==> src/rtl/uart_pkg.sv <==
// Shared UART definitions: data width, transmit-queue address width and the
// launcher state encoding used by uart_tx_queue.
package uart_pkg;

   localparam int UART_DBIT   = 8;
   localparam int UART_TXQ_AW = 4;

   // Launcher states: IDLE waits for data, LAUNCH drives the one-cycle start
   // pulse, WAIT holds until the transmitter reports completion.
   typedef enum logic [1:0] {
      IDLE   = 2'd0,
      LAUNCH = 2'd1,
      WAIT   = 2'd2
   } txq_state_t;

   // Occupancy from wrap-bit pointers; the extra msb makes full distinguishable
   // from empty.
   function automatic logic [UART_TXQ_AW:0] txq_ptr_diff(
      input logic [UART_TXQ_AW:0] wr_ptr,
      input logic [UART_TXQ_AW:0] rd_ptr
   );
      return wr_ptr - rd_ptr;
   endfunction

endpackage

==> src/rtl/txq_fifo.sv <==
// Circular byte FIFO for the UART transmit queue.
// Pointers are ADDR_W+1 bits; the msb is a wrap bit so full and empty are
// both derived from pointer compares with no extra counter.
// Optional macro UART_TXQ_LEVEL_EN adds the o_level occupancy output.
module txq_fifo #(
   parameter int DBIT   = 8,
   parameter int ADDR_W = 4
) (
   input  logic              i_clk,
   input  logic              i_reset,
   input  logic              i_wr,
   input  logic [DBIT-1:0]   i_wr_data,
   input  logic              i_rd,
   output logic [DBIT-1:0]   o_rd_data,
`ifdef UART_TXQ_LEVEL_EN
   output logic [ADDR_W:0]   o_level,
`endif
   output logic              o_full,
   output logic              o_empty
);

   localparam int DEPTH = 2 ** ADDR_W;
   localparam logic [ADDR_W:0] PTR_ONE = {{ADDR_W{1'b0}}, 1'b1};

   logic [DBIT-1:0] r_mem [0:DEPTH-1];
   logic [ADDR_W:0] r_wr_ptr;
   logic [ADDR_W:0] r_rd_ptr;
   logic            w_do_wr;
   logic            w_do_rd;

   // A write into a full queue is refused even if a pop happens the same
   // cycle; a pop from an empty queue is likewise ignored.
   assign w_do_wr = i_wr && !o_full;
   assign w_do_rd = i_rd && !o_empty;

   assign o_full  = (r_wr_ptr[ADDR_W] != r_rd_ptr[ADDR_W]) &&
                    (r_wr_ptr[ADDR_W-1:0] == r_rd_ptr[ADDR_W-1:0]);
   assign o_empty = (r_wr_ptr == r_rd_ptr);

   // Head of queue; the launcher latches it on the pop cycle.
   assign o_rd_data = r_mem[r_rd_ptr[ADDR_W-1:0]];

`ifdef UART_TXQ_LEVEL_EN
   assign o_level = r_wr_ptr - r_rd_ptr;
`endif

   // Storage array: no reset, contents are only meaningful between pointers.
   always_ff @(posedge i_clk) begin
      if (w_do_wr) begin
         r_mem[r_wr_ptr[ADDR_W-1:0]] <= i_wr_data;
      end
   end

   // Write pointer advances on every accepted push, wrapping naturally.
   always_ff @(posedge i_clk or posedge i_reset) begin
      if (i_reset) begin
         r_wr_ptr <= '0;
      end else if (w_do_wr) begin
         r_wr_ptr <= r_wr_ptr + PTR_ONE;
      end
   end

   // Read pointer advances on every accepted pop, wrapping naturally.
   always_ff @(posedge i_clk or posedge i_reset) begin
      if (i_reset) begin
         r_rd_ptr <= '0;
      end else if (w_do_rd) begin
         r_rd_ptr <= r_rd_ptr + PTR_ONE;
      end
   end

endmodule

==> src/rtl/uart_tx_queue.sv <==
// Transmit byte queue and launcher in front of uart_tx.
// Bus writes are queued in txq_fifo; the launcher pops one byte, pulses
// tx_start with the byte on tx_din, then waits for tx_done_tick.
// Optional macro UART_TXQ_LEVEL_EN adds the level occupancy port.
// dbg_state exposes the launcher state for checkers.
//
// Handshake: tx_start is a single-cycle pulse with tx_din valid from that
// cycle until the next launch; the transmitter answers with a single-cycle
// tx_done_tick, which is only acted on in WAIT.
module uart_tx_queue
   import uart_pkg::*;
#(
   parameter int DBIT   = UART_DBIT,
   parameter int ADDR_W = UART_TXQ_AW
) (
   input  logic              clk,
   input  logic              reset,
   input  logic              wr_en,
   input  logic [DBIT-1:0]   wr_data,
   input  logic              clr_ovf,
   output logic              full,
   output logic              empty,
   output logic              overflow,
   output logic              tx_busy,
   output logic              tx_start,
   output logic [DBIT-1:0]   tx_din,
   input  logic              tx_done_tick,
`ifdef UART_TXQ_LEVEL_EN
   output logic [ADDR_W:0]   level,
`endif
   output txq_state_t        dbg_state
);

   txq_state_t       r_state;
   txq_state_t       w_state_nxt;
   logic             w_pop;
   logic [DBIT-1:0]  w_head;
   logic             w_full;
   logic             w_empty;
   logic             r_overflow;
   logic             r_tx_busy;
   logic             r_tx_start;
   logic [DBIT-1:0]  r_tx_din;

   txq_fifo #(
      .DBIT   (DBIT),
      .ADDR_W (ADDR_W)
   ) u_fifo (
      .i_clk     (clk),
      .i_reset   (reset),
      .i_wr      (wr_en),
      .i_wr_data (wr_data),
      .i_rd      (w_pop),
      .o_rd_data (w_head),
`ifdef UART_TXQ_LEVEL_EN
      .o_level   (level),
`endif
      .o_full    (w_full),
      .o_empty   (w_empty)
   );

   // Launcher next-state: pop in IDLE when data waits, one LAUNCH cycle,
   // then hold in WAIT until the transmitter finishes.
   always_comb begin
      w_state_nxt = r_state;
      w_pop       = 1'b0;
      case (r_state)
         IDLE: begin
            if (!w_empty) begin
               w_pop       = 1'b1;
               w_state_nxt = LAUNCH;
            end
         end
         LAUNCH: begin
            w_state_nxt = WAIT;
         end
         WAIT: begin
            if (tx_done_tick) begin
               w_state_nxt = IDLE;
            end
         end
         default: begin
            w_state_nxt = IDLE;
         end
      endcase
   end

   // State register plus registered start/busy flags decoded from next state,
   // so both outputs line up exactly with the state they describe.
   always_ff @(posedge clk or posedge reset) begin
      if (reset) begin
         r_state    <= IDLE;
         r_tx_start <= 1'b0;
         r_tx_busy  <= 1'b0;
      end else begin
         r_state    <= w_state_nxt;
         r_tx_start <= (w_state_nxt == LAUNCH);
         r_tx_busy  <= (w_state_nxt != IDLE);
      end
   end

   // Launch data register: captures the head on the pop cycle and holds it
   // until the next launch.
   always_ff @(posedge clk or posedge reset) begin
      if (reset) begin
         r_tx_din <= '0;
      end else if (w_pop) begin
         r_tx_din <= w_head;
      end
   end

   // Sticky overflow: a refused write sets it and wins over a same-cycle clear.
   always_ff @(posedge clk or posedge reset) begin
      if (reset) begin
         r_overflow <= 1'b0;
      end else if (wr_en && w_full) begin
         r_overflow <= 1'b1;
      end else if (clr_ovf) begin
         r_overflow <= 1'b0;
      end
   end

   assign full      = w_full;
   assign empty     = w_empty;
   assign overflow  = r_overflow;
   assign tx_busy   = r_tx_busy;
   assign tx_start  = r_tx_start;
   assign tx_din    = r_tx_din;
   assign dbg_state = r_state;

endmodule

==> config.mk <==
export PLATFORM = sky130hd
export DESIGN_NAME = uart_tx_queue
export DESIGN_NICKNAME = d
export VERILOG_FILES = /design/src/rtl/uart_pkg.sv /design/src/rtl/txq_fifo.sv /design/src/rtl/uart_tx_queue.sv
export SDC_FILE = /design/constraint.sdc
export NUM_CORES = 1
export LEC_CHECK = 0
export BUFFER_PORTS_ARGS = -buffer_cell sky130_fd_sc_hd__clkbuf_2
export CAP_MARGIN = 15
export CORE_UTILIZATION = 40
export DETAILED_ROUTE_END_ITERATION = 6
export PLACE_DENSITY = 0.56
export SYNTH_ARGS = -nofsm -noshare
export SYNTH_HDL_FRONTEND = slang
export SYNTH_HIERARCHICAL = 1
export SYNTH_SLANG_ARGS = --single-unit
==> constraint.sdc <==
create_clock -name clk -period 7.1 [get_ports clk]
set_input_delay 0.355 -clock clk [delete_from_list [all_inputs] [get_ports clk]]
set_output_delay 0.355 -clock clk [all_outputs]
set_load 0.02 [all_outputs]
Yosys cells after proc, flatten, opt, wreduce, memory -nomap -nowiden
Memories as Yosys holds them, arrays and structs flattened. A register that Yosys moved wholly into a read port is not among the register bits.
Index checks and enable logic that the tools add are counted.

word-level totals
  register bits after elaboration = 15
  latch bits = 0
  RAM bits = 128
  memory bits (read-only) = 0
  bits of input ports = 13
  memories kept = 1

operators by class
  $add $sub $neg = 2
  multipliers = 0
  divide/modulo/power cells = 0
  $lt $le $gt $ge = 0
  equal/unequal tests = 6
  shift-type cells = 0
  mux-type cells = 9
  bitwise logic cells = 0
  reduce and logical (&&, ||, !) cells = 9

memory list
  memory        depth  width  rd ports  clocked after memory_dff  wr ports  line            text
  u_fifo.r_mem  16     8      1         1                         1         txq_fifo.sv:25  logic [DBIT-1:0] r_mem [0:DEPTH-1];

operators by type and width
  operator                                                               number
  5-bit by 1-bit adder with 5-bit output, second input constant          2
  1-bit 2-to-1 mux                                                       6
  2-bit case mux with 3 select lines                                     1
  5-bit equality test                                                    1
  2-bit by 1-bit equality test with 1-bit output, second input constant  2
  4-bit equality test                                                    1
  1-bit logical AND                                                      4
  2-bit 2-to-1 mux                                                       2
  2-bit nonzero test                                                     2
  2-bit equality test, second input constant                             1
  1-bit logical NOT                                                      2
  2-bit logical NOT                                                      1
  1-bit != test                                                          1

Depth between registers and ports, before layout
  word-level depth = 6
  mapped depth = 10

Hierarchy
Netlist, hierarchy kept.

modules (own cells, without submodules)
  module         times used  cells each  area an instance (sq um)  seq. area each (sq um)
  txq_fifo       1           279         5585.4                    4093.9
  uart_tx_queue  1           33          486.7                     325.3

Least setup slack after synthesis
OpenSTA, ideal clock, no wires.

  path type = register -> register
  from = reg u_fifo.r_rd_ptr[1]
  to = mem u_fifo.r_mem[0][0] (enable)
  arrival = 1850 ps
  path slack = 4856 ps
  stages on the path, launching flop included = 7
  path buffers = 2
  period minus slack after synthesis = 2244 ps
  path through = dfrtp_1 -> buf_6 -> xnor2_1 -> nand4_1 -> buf_4 -> nor2_2 -> nor4_1

on the way
  word-level cells in the longest chain between the ends = 6

RTL lines
  element                                 line            text
  start: declaration                      txq_fifo.sv:27  logic [ADDR_W:0] r_rd_ptr;
  start signal: assignment                txq_fifo.sv:68  r_rd_ptr <= r_rd_ptr + PTR_ONE;
  4-bit equality test                     txq_fifo.sv:37  (r_wr_ptr[ADDR_W-1:0] == r_rd_ptr[ADDR_W-1:0]);
  1-bit logical AND                       txq_fifo.sv:36  assign o_full = (r_wr_ptr[ADDR_W] != r_rd_ptr[ADDR_W]) &&
  1-bit logical NOT                       txq_fifo.sv:33  assign w_do_wr = i_wr && !o_full;
  1-bit logical AND                       txq_fifo.sv:33
  1-bit 2-to-1 mux                        txq_fifo.sv:49  if (w_do_wr) begin
  1-bit 2-to-1 mux (not written as such)  txq_fifo.sv:50  r_mem[r_wr_ptr[ADDR_W-1:0]] <= i_wr_data;
  end: declaration                        txq_fifo.sv:25

No other way between the ends.

Final worst setup path
  from = reg u_fifo.r_wr_ptr[2]
  to = out full

on the way
  word-level cells in the longest chain between the ends = 2

RTL lines
  element                   line                 text
  start: declaration        txq_fifo.sv:26       logic [ADDR_W:0] r_wr_ptr;
  start signal: assignment  txq_fifo.sv:59       r_wr_ptr <= r_wr_ptr + PTR_ONE;
  4-bit equality test       txq_fifo.sv:37
  1-bit logical AND         txq_fifo.sv:36
  end: declaration          uart_tx_queue.sv:21  output logic full,

No other way between the ends.

==> results.cfg <==
[outcome]
status = finished clean

[synthesis]
syn_area_mm2 = 0.006072
synthCells = 312
synth-simple-area-share_pct = 4.307
synth_xor_area_share_pct = 1.731
syn_avg_cell_area_um2 = 19.46
synth.distinct_cells = 35
synth_top_family_by_area = multiplexers
ys_ff_latch = 151
synth_top_area_share_pct = 63.30
synthMuxAreaShare_pct = 14.59
synth-compound-area-share_pct = 3.256
ys_seq_area_share_pct = 72.78
synth_fa_ha_area_share_pct = 1.030
synth_area_leader_cell = edfxtp_1
ys_warn_count = 6
syn_nets = 330
synth.area.top_cells = edfxtp_1 (63%), dfrtp_1 (9.5%), mux4_2 (7.8%)

[setup_path]
crit_chain = xnor2_1 > nand4_1 > nor2_2 > clkbuf_2
reg2reg_from = u_fifo/r_wr_ptr[3]
crit_family = simple AND/OR/NAND/NOR gates
cp.depth = 4
critPathRequiredTime_ns = 6.74
endpoint_kind = output port
reg2reg_to = u_fifo/r_mem[9][0]
crit_buf_inv = 1
rrSetupSlack_ns = 4.32
criticalPathCategory = reg2out
cp-start-kind = register
reg2reg_depth = 4
crit_path_max_incr_delay_ns = 0.69
crit_start = u_fifo/r_wr_ptr[2]
worstPathArrival_ns = 2.56
path_max_fanout = 14
cp_slowest_cell = nor2_2
critical_path.endpoint = full

[final_layout]
syn_to_final_growth_pct = 14.49
multi_input_area_mm2 = 0.001524
fin_cells = 551
stdcell_area_mm2 = 0.006952
fillers = 1200
nets = 373
final_util_pct = 47.29
diodes = 0
layout-drive-gt1-share_pct = 28.88
regArea_mm2 = 0.004420

[sta]
post-route-period-util_pct = 41.09
tightest_slew_ns = 1.214
finalSetupViolations = 0
rsz0062_at_grt = false
maxClockFrequency_mhz = 342.7
period_minus_slack_ns = 2.918
drv_slew = 0
whs_ns = 0.1191
max_slew_margin_pct = 18.44
setup_tns_ns = 0
report.final.hold_viol_count = 0
fin_worst_skew_ns = 0.006415
fin_ws_ns = 4.182

[min_path]
hold_path_depth = 2
worstHoldPathType = in2reg

[detailed_routing]
dr.pass1.iters = 7
avgViaCountPerCell = 5.401
drc = 0
drt_iter0_drc = 197
wl_um = 12120
antenna_left = 0
routedWlPerCell_um = 21.99
via_count = 2976

[place]
placed_cells = 511
hpwl_um = 7732
place.gp.congestion = 0.8077
post-place-ws_ns = 4.258
place_area_mm2 = 0.006361
io_buffers = 27

[clock_network]
cts_buffers = 17
cts.reportedPaths.clkPinSlew_ns = 0.06
cts_tree = built
cts_resized = 0
cts_root_buf = clkbuf_16
cts_buffer_depth = 2
cts-htree-levels = 4
cts.sinks = 151
clock_latency_ns = 0.42

[grt]
antenna_found_initial = 0
grt_usage_pct = 16.81
grt_max_degree = 36
grt_first_pass_wirelength_um = 18510
grt_pass1_vias = 2942
overflow = 0

[pwr]
ir_worst_vdd_uv = 146.7
cellLeakagePower_nw = 2.407
p_total_mw = 2.903
powerDensity_mw_per_mm2 = 417.6

[floorplanning]
core-area_mm2 = 0.01470
ioPinCount = 28
die_h_um = 125.2
start_util_pct = 41.31
die-width_um = 125.2
dieArea_mm2 = 0.01568
num_rows = 44

[run]
max-cap-violations = 0
cells in the final DEF, fill, tap and decap left out, types with 2 or more instances in the layout:
cell / netlist / layout
nand2_1: 16 / 16
a22oi_1: 16 / 16
nand4_1: 3 / 3
clkbuf_4: 0 / 5
nor2_1: 6 / 6
nand2b_1: 2 / 2
buf_2: 5 / 2
clkbuf_1: 3 / 2
o21ai_0: 4 / 4
clkbuf_16: 0 / 17
mux2_2: 11 / 11
edfxtp_1: 128 / 128
dfrtp_1: 23 / 22
nor4_1: 3 / 2
clkbuf_2: 1 / 27
nor3_1: 12 / 11
clkinv_1: 0 / 2
mux4_2: 21 / 21
clkinv_2: 0 / 7
mux4_1: 11 / 11
clkinvlp_4: 0 / 2
and3_1: 2 / 2
nor2b_1: 3 / 3
o211ai_1: 3 / 3
inv_1: 7 / 7
ha_1: 5 / 5
xnor2_1: 11 / 11
buf_4: 2 / 5
routing by layer:
layer	wire length, µm	GRT usage, %
met3	608	5.392
met2	5972	25.70
met4	116	6.241
met5	0	0
met1	5419	22.60
cell usage after synthesis (all sizes together):
master and count:
o21ai 6, o311ai 1, buf 12, nand2b 2, nand2 16, inv 7
clkbuf 4, and2 1, ha 5, a22oi 16, nor2b 3, nor4 3
nand4 3, and3 2, or3b 1, o211ai 4, mux2 11, edfxtp 128
xor2 1, nor2 7, nor3 13, dfrtp 23, mux4 32, xnor2 11
flip-flops by register name (all words and copies together), names as in the netlist:
name             flops
dbg_state            2
overflow             1
tx_busy              1
tx_din               8
tx_start             1
u_fifo/r_mem       128
u_fifo/r_rd_ptr      5
u_fifo/r_wr_ptr      5
repair_timing:
action	4_1_cts	5_1_grt
setup endpoints to repair	0	0
hold buffers	1	0
setup buffers	0	0
endpoints found under the hold margin	23	0
cells by family after synthesis:
family / Yosys count
flops: 151
simple gates: 51
mux: 43
compound gates: 27
buf+inv: 23
xor+xnor: 12
fa+ha+maj: 5
area by class of cell:
type | instances | share of cell area, %
Clock buffer | 19 | 6.227
Inverter | 7 | 0.3780
Tap cell | 184 | 3.312
Sequential cell | 151 | 63.59
Multi-Input combinational cell | 138 | 21.92
Clock inverter | 12 | 1.260
Timing Repair Buffer | 40 | 3.312
how the worst min path moves through the flow:
stage	start	endpoint	slack, ns
after detailed placement	reset	u_fifo/r_rd_ptr[2]	0.37
after global placement	reset	u_fifo/r_rd_ptr[2]	0.36
after global routing	clr_ovf	overflow	0.10
after floorplan	reset	u_fifo/r_rd_ptr[0]	0.20
after CTS	clr_ovf	overflow	0.10
final	clr_ovf	overflow	0.12
power by group:
group | leakage (nW) | switching (mW) | internal (mW)
Combinational | 0.718 | 0.511 | 0.389
Clock | 0.257 | 0.326 | 0.471
Sequential | 1.43 | 0.0957 | 1.11
Total | 2.41 | 0.933 | 1.97
Power figures use the tool's default switching activity.
